`src/rtl/nibble_serial_adder_ctrl_if.sv`:
```
// Start/ready/done handshake bundle for the nibble-serial add/sub sequencer.
// Ports: start, sub, a, b (upstream to sequencer); ready, done, result, carryout, overflow (back).
interface nibble_serial_adder_ctrl_if #(
    parameter int WIDTH = 16
);
    logic             start;
    logic             sub;
    logic [WIDTH-1:0] a;
    logic [WIDTH-1:0] b;
    logic             ready;
    logic             done;
    logic [WIDTH-1:0] result;
    logic             carryout;
    logic             overflow;

    modport master (
        output start, sub, a, b,
        input  ready, done, result, carryout, overflow
    );

    modport slave (
        input  start, sub, a, b,
        output ready, done, result, carryout, overflow
    );
endinterface

```
`src/rtl/nibble_serial_adder_ctrl.sv`:
```
// Multi-precision add/sub: one 4-bit ripple slice, one nibble per clock, LSB first.
// Ports: clk, reset (sync, active-high), bus (slave side of nibble_serial_adder_ctrl_if).
module nibble_serial_adder_ctrl #(
    parameter int WIDTH = 16
) (
    input logic                       clk,
    input logic                       reset,
    nibble_serial_adder_ctrl_if.slave bus
);
    localparam int NIB = WIDTH / 4;
    localparam int SW  = $clog2(NIB);
    localparam logic [SW-1:0] LAST = SW'(NIB - 1);

    localparam logic [1:0] IDLE = 2'd0;
    localparam logic [1:0] RUN  = 2'd1;
    localparam logic [1:0] DONE = 2'd2;

    logic [1:0]       state;
    logic [SW-1:0]    step;
    logic             carry;
    logic [WIDTH-1:0] a_reg;
    logic [WIDTH-1:0] b_reg;
    logic [WIDTH-1:0] res;
    logic             cout;
    logic             ovf;

    logic [3:0]       an;
    logic [3:0]       bn;
    logic [3:0]       sum;
    logic             c3;
    logic             c4;

    // 4-bit ripple slice; c3 is the carry into the slice MSB, used for
    // signed overflow on the final nibble.
    always_comb begin
        logic cy;
        an  = a_reg[{step, 2'b00} +: 4];
        bn  = b_reg[{step, 2'b00} +: 4];
        sum = '0;
        c3  = 1'b0;
        cy  = carry;
        for (int i = 0; i < 4; i++) begin
            if (i == 3) c3 = cy;
            sum[i] = an[i] ^ bn[i] ^ cy;
            cy     = (an[i] & bn[i]) | (cy & (an[i] ^ bn[i]));
        end
        c4 = cy;
    end

    always_ff @(posedge clk) begin
        if (reset) begin
            state <= IDLE;
            step  <= '0;
            carry <= 1'b0;
            a_reg <= '0;
            b_reg <= '0;
            res   <= '0;
            cout  <= 1'b0;
            ovf   <= 1'b0;
        end else begin
            unique case (state)
                IDLE: begin
                    if (bus.start) begin
                        // subtract as a + ~b + 1, the +1 riding in on carry
                        a_reg <= bus.a;
                        b_reg <= bus.sub ? ~bus.b : bus.b;
                        carry <= bus.sub;
                        step  <= '0;
                        res   <= '0;
                        state <= RUN;
                    end
                end
                RUN: begin
                    res[{step, 2'b00} +: 4] <= sum;
                    carry <= c4;
                    if (step == LAST) begin
                        cout  <= c4;
                        ovf   <= c3 ^ c4;
                        state <= DONE;
                    end else begin
                        step <= step + 1'b1;
                    end
                end
                DONE: state <= IDLE;
                default: state <= IDLE;
            endcase
        end
    end

    assign bus.ready    = (state == IDLE);
    assign bus.done     = (state == DONE);
    assign bus.result   = res;
    assign bus.carryout = cout;
    assign bus.overflow = ovf;
endmodule

```
`src/flat_wrapper.sv`:
```
// flat-port wrapper written by rule: the top's interface ports become plain ports
module nibble_serial_adder_ctrl_flat 
#(
    parameter int WIDTH = 16
)
  (clk, reset, bus_start, bus_sub, bus_a, bus_b, bus_ready, bus_done, bus_result, bus_carryout, bus_overflow);
  nibble_serial_adder_ctrl_if #(.WIDTH(WIDTH)) bus_i ();
  input logic clk;
  input logic reset;
  input wire logic [$bits(bus_i.start)-1:0] bus_start;
  input wire logic [$bits(bus_i.sub)-1:0] bus_sub;
  input wire logic [$bits(bus_i.a)-1:0] bus_a;
  input wire logic [$bits(bus_i.b)-1:0] bus_b;
  output wire logic [$bits(bus_i.ready)-1:0] bus_ready;
  output wire logic [$bits(bus_i.done)-1:0] bus_done;
  output wire logic [$bits(bus_i.result)-1:0] bus_result;
  output wire logic [$bits(bus_i.carryout)-1:0] bus_carryout;
  output wire logic [$bits(bus_i.overflow)-1:0] bus_overflow;
  assign bus_i.start = bus_start;
  assign bus_i.sub = bus_sub;
  assign bus_i.a = bus_a;
  assign bus_i.b = bus_b;
  assign bus_ready = bus_i.ready;
  assign bus_done = bus_i.done;
  assign bus_result = bus_i.result;
  assign bus_carryout = bus_i.carryout;
  assign bus_overflow = bus_i.overflow;
  nibble_serial_adder_ctrl #(.WIDTH(WIDTH)) u_core (.clk(clk), .reset(reset), .bus(bus_i));
endmodule
```
`config.mk`:
```
export PLATFORM = sky130hd
export DESIGN_NAME = nibble_serial_adder_ctrl_flat
export DESIGN_NICKNAME = d
export VERILOG_FILES = /design/src/rtl/nibble_serial_adder_ctrl_if.sv /design/src/rtl/nibble_serial_adder_ctrl.sv /design/src/flat_wrapper.sv
export SDC_FILE = /design/constraint.sdc
export NUM_CORES = 1
export LEC_CHECK = 0
export BUFFER_PORTS_ARGS = -buffer_cell sky130_fd_sc_hd__buf_2
export CAP_MARGIN = 25
export CORE_ASPECT_RATIO = 2
export CORE_MARGIN = 2
export CORE_UTILIZATION = 58
export DETAILED_ROUTE_END_ITERATION = 10
export PLACE_DENSITY = 0.93
export SYNTH_ARGS = -nofsm -noshare
export SYNTH_HDL_FRONTEND = slang
export SYNTH_SLANG_ARGS = --single-unit
```
`constraint.sdc`:
```
create_clock -name clk -period 9.8 [get_ports clk]
set_clock_uncertainty 0.2 [all_clocks]
set_input_delay 0.98 -clock clk [delete_from_list [all_inputs] [get_ports clk]]
set_output_delay 0.98 -clock clk [all_outputs]
set_load 0.05 [all_outputs]
```
# Word level (Yosys, flattened, before mapping)
# Cells that the tools add are included.
dict set report word_totals {
  register_bits 55
  word_cells 61
}
dict set report op_classes {
  add_sub_neg 2
  n_eq_ne 6
  n_shift 4
  mux 12
  bitwise_logic 22
  reduce_logical 7
}
# cell count
set op_table {}
lappend op_table {{16-bit 2-to-1 mux} 2}
lappend op_table {{16-bit one-hot mux with 2 select lines} 1}
lappend op_table {{16-bit by 5-bit variable part select with 4-bit output} 2}
lappend op_table {{16-bit bitwise mux} 1}
lappend op_table {{16-bit NOT} 1}
lappend op_table {{4-bit by 6-bit variable shift with 16-bit output, first input constant} 1}
lappend op_table {{4-bit by 6-bit variable part select with 16-bit output} 1}
lappend op_table {{1-bit XOR} 9}
lappend op_table {{1-bit bitwise AND} 8}
lappend op_table {{2-bit 2-to-1 mux} 4}
lappend op_table {{2-bit one-hot mux with 2 select lines} 2}
lappend op_table {{2-bit AND reduction} 4}
lappend op_table {{4-bit negator with 6-bit output} 1}
lappend op_table {{2-bit equality test, second input constant} 2}
lappend op_table {{2-bit inequality test, second input constant} 2}
lappend op_table {{1-bit OR} 4}
lappend op_table {{3-bit AND reduction} 1}
lappend op_table {{2-bit by 1-bit adder with 2-bit output, second input constant} 1}
lappend op_table {{2-bit by 1-bit equality test with 1-bit output, second input constant} 1}
lappend op_table {{2-bit zero test} 1}
lappend op_table {{2-bit by 1-bit inequality test with 1-bit output, second input constant} 1}
lappend op_table {{1-bit one-hot mux with 2 select lines} 1}
lappend op_table {{2-bit nonzero test} 1}
lappend op_table {{1-bit 2-to-1 mux} 1}

# Depth between registers and ports, before layout
dict set report depth {
  ltp_word 12
  mapped_depth 13
  ltp_nobuf 12
}

# Worst setup path after synthesis
# No wires, ideal clock.
dict set report synth_timing {
  path_type {register -> register}
  from {register u_core.step[0]}
  to {register u_core.res[11] (netlist: u_core.bus.result[11])}
  arrival_ns 2.922
  setup_slack_ns 6.617
  stages_incl_launch_ff 13
  n_path_buf 1
  period_less_slack_ns 3.183
  path_cell_list {dfxtp_1 > buf_4 > mux4_2 > inv_1 > fa_1 > inv_1 > fa_1 > inv_1 > fa_1 > inv_1 > fa_1 > nor2b_1 > a22o_1}
}
dict set report synth_via {
  elab_chain_cells 12
}
# element line
set synth_lines {}
lappend synth_lines {{start: declaration} nibble_serial_adder_ctrl.sv:19} ;# logic [SW-1:0] step;
lappend synth_lines {{start signal: assignment} nibble_serial_adder_ctrl.sv:81} ;# step <= step + 1'b1;
lappend synth_lines {{16-bit by 5-bit variable part select with 4-bit output, on equally long branches} {nibble_serial_adder_ctrl.sv:37, nibble_serial_adder_ctrl.sv:38}}
lappend synth_lines {{1-bit XOR} {nibble_serial_adder_ctrl.sv:44, nibble_serial_adder_ctrl.sv:45}}
lappend synth_lines {{1-bit bitwise AND} nibble_serial_adder_ctrl.sv:45} ;# cy = (an[i] & bn[i]) | (cy & (an[i] ^ bn[i]));
lappend synth_lines {{1-bit OR} nibble_serial_adder_ctrl.sv:45}
lappend synth_lines {{1-bit bitwise AND} nibble_serial_adder_ctrl.sv:45}
lappend synth_lines {{1-bit OR} nibble_serial_adder_ctrl.sv:45}
lappend synth_lines {{1-bit bitwise AND} nibble_serial_adder_ctrl.sv:45}
lappend synth_lines {{1-bit OR} nibble_serial_adder_ctrl.sv:45}
lappend synth_lines {{1-bit XOR} nibble_serial_adder_ctrl.sv:44} ;# sum[i] = an[i] ^ bn[i] ^ cy;
lappend synth_lines {{4-bit by 6-bit variable part select with 16-bit output} nibble_serial_adder_ctrl.sv:74} ;# res[{step, 2'b00} +: 4] <= sum;
lappend synth_lines {{16-bit bitwise mux (*)} nibble_serial_adder_ctrl.sv:74}
lappend synth_lines {{16-bit one-hot mux with 2 select lines (*)} nibble_serial_adder_ctrl.sv:61} ;# unique case (state)
lappend synth_lines {{end signal: indexed assignment} nibble_serial_adder_ctrl.sv:74}
lappend synth_lines {{end: declaration} nibble_serial_adder_ctrl.sv:23} ;# logic [WIDTH-1:0] res;
# Mark *: on every way between the ends. The rest lies on a longest branch, timed or not.
# A chain may end at the register's enable or synchronous reset.

# Worst setup path after layout
dict set report layout_timing {
  from {register u_core.step[0]}
  to {register u_core.res[3] (netlist: u_core.bus.result[3])}
}
# The elaborated chain is that of the path after synthesis.

==> out/results.txt <==
Status -> complete, no violations
Endpoints failing setup -> 0
Cell taking the most area after synthesis -> dfxtp_1
1st-pass router iterations -> 4
Synth top area share -> 0.429
Site Rows -> 34
Antenna violations before repair -> 0
Layout Cells excl Fill -> 357
Worst hold slack -> 257 ps
Post-Syn Area -> 2570 um^2
Max Slew Vio Count -> 0
Reg2reg start -> u_core.step[0]
Mean Syn Cell Area -> 9.95 um^2
CP Buf/Inv Count -> 4
Total track usage -> 0.229
I/O pin count -> 56
Postcts setup bufs -> 0
Fraction of layout cells with a size suffix above 1 -> 0.267
Hold endpoint -> u_core.a_reg[11]
Routed wire length -> 5160 um
RSZ-0062 raised after global routing -> no
Leakage power -> 1.19 nW
DR WL/cell -> 14.5 um
Syn Nets -> 302
Post-Place Cells -> 350
Worst setup margin -> 6120 ps
CTS Root Cell -> clkbuf_8
WS Path Type -> reg2reg
Delay-heaviest family, CP -> adder cells
CP max FO -> 16
Final hold vios -> 0
Vias in the first global route -> 1994
Fmax achieved -> 272 MHz
Post-synth EDFFs -> 0
Max Cap Viol -> 0
Later-pin clock latency in the skew report -> 310 ps
Clock transition at the registers of the reported paths -> 90 ps
H-tree depth -> 2
Sequential-to-total area share from yosys stat -> 0.429
Crit path capture type -> register
Worst r2r path cells -> 11
Dpl ws -> 6110 ps
Die height -> 98.1 um
Synth top area cells -> dfxtp_1, mux4_2, xnor2_1
Area growth from synthesis to layout -> 13.2%
PostCTS Resize Cnt -> 0
Yosys cell types -> 37
Flop-to-flop setup slack -> 6120 ps
R2R Path End -> u_core.bus.result[3]
Initial DRC Count -> 46
Post-synth ARST share -> 0
Grt total ovfl -> 0
Slew margin rel. -> 0.416
RD Place Congestion -> 0.889
CTS Buf Count -> 5
Hold_sp -> u_core.a_reg[11]
Largest net degree at the start of global routing -> 50
VDD IR max -> 0.0962 mV
Detailed-route DRC error count -> 0
Slowest CP cell -> dfxtp_1
Global-route wire length before repair -> 8710 um
Mean number of vias per cell -> 5.55
Mapped Cells -> 258
Antenna cells -> 0
CP required -> 9850 ps
Initial core utilization -> 0.598
Worst setup SP type -> register
Worst Hold Class -> reg2reg
Period utilization -> 0.376
CTS tree -> yes
Final Critical Period -> 3680 ps
Synth top cells by count -> dfxtp_1, nand2_1, nor2_1, a21oi_1, xnor2_1
I/O Buffers -> 55
Crit-path max cell delay -> 870 ps
Top_reg_cell synth -> dfxtp_1
ANT nets after route -> 0
Final TNS setup -> 0 ps
Die ar. -> 5010 um^2
Placeable Area -> 4300 um^2
Pwr/cell area -> 158 nW/um^2
Die W -> 51.0 um
Synthesized flop and latch total -> 55
Nets -> 347
Setup crit start -> u_core.step[0]
Critical path arrival -> 3730 ps
Via count -> 1981
CTS sink count -> 55
Max clock buf depth -> 2
Post-detail-place hpwl -> 3890 um
Synth Warn # -> 0
WHS Path Cells -> 2
Least-Margin Pin Slew -> 877 ps
Most common cell in the synthesized netlist -> dfxtp_1
Crit-path cells -> mux4_2 -> inv_1 -> fa_1 -> inv_1 -> fa_1 -> inv_1 -> fa_1 -> inv_1 -> fa_1 -> nor2b_1 -> a22o_1
CTS hold repair buffers -> 0
[area by class of cell]
class / count / area, um^2
tap: 54 / 67.6
clock inverter: 1 / 30.0
sequential: 55 / 1100
multi-input combinational: 174 / 1310
fill: 374 / 1390
inverter: 11 / 41.3
clock buffer: 6 / 72.6
timing repair buffer: 56 / 283
[metal layers]
layer | vias up | global-route usage | part of all wire
li1 | 988 | - | -
met1 | 923 | 0.222 | 0.35
met2 | 51 | 0.429 | 0.57
met3 | 19 | 0.0275 | 0.028
met4 | 0 | 0.146 | 0.048
met5 | - | 0 | 0
[how the worst max path moves through the flow]
stage | cells past startpoint | end | slack (ps)
after floorplan | 12 | u_core.bus.result[11] | 6620
after global routing | 11 | u_core.bus.result[11] | 5890
after CTS | 11 | u_core.bus.result[3] | 6100
final | 11 | u_core.bus.result[3] | 6120
after global placement | 11 | u_core.bus.result[15] | 6260
after detailed placement | 11 | u_core.bus.result[3] | 6110
[worst register-to-register path, delay by kind of cell, from the launching register on]
kind	cells	cell delay (ps)
AO/OA/AOI/OAI	1	180
buffers and inverters	4	280
adder cells (fa/ha/maj)	4	1190
multiplexers	1	590
flip-flops	1	870
AND/OR/NAND/NOR	1	320
[power breakdown]
part	internal (mW)	total, mW	leakage, nW	switching [mW]
Combinational	0.0321	0.0721	0.689	0.0400
Clock	0.0749	0.142	0.0513	0.0667
Sequential	0.235	0.246	0.450	0.0106
Total	0.342	0.460	1.19	0.117
[cell usage in the layout (no fill, tap or decap), types with 2 or more instances in the layout]
master and count:
nor2_1 26, nand3_1 3, buf_2 55, nor2b_1 2, mux4_2 8, mux2_2 3
fa_1 4, nand2_1 36, a21oi_2 3, clkbuf_8 5, a22o_1 16, xnor2_1 17
mux2i_1 2, ha_1 4, a211oi_1 16, inv_1 11, dfxtp_1 55, a31oi_1 2
a21oi_1 18
[metrics by stage]
stage	total power, mW	utilization	instance area, um^2
global placement	0.320	0.653	2800
global route	0.477	0.676	2910
finish	0.460	0.676	2910
CTS	0.462	0.676	2910
detailed placement	0.323	0.653	2800
floorplan	0.306	-	2570
[cells by family (layout without fill, tap and decap cells)]
kind of cell / Yosys count / count (layout) / synth area share
xor gates and xnor gates: 17 / 17 / 0.0580
buffers and inverters: 29 / 74 / 0.0629
muxes: 14 / 14 / 0.0970
and+or+nand+nor: 76 / 76 / 0.135
adders and majority gates: 8 / 8 / 0.0507
DFF: 55 / 55 / 0.429
AOI/OAI and AO/OA: 59 / 59 / 0.167
Note: power is estimated with default switching activity, not from simulation.
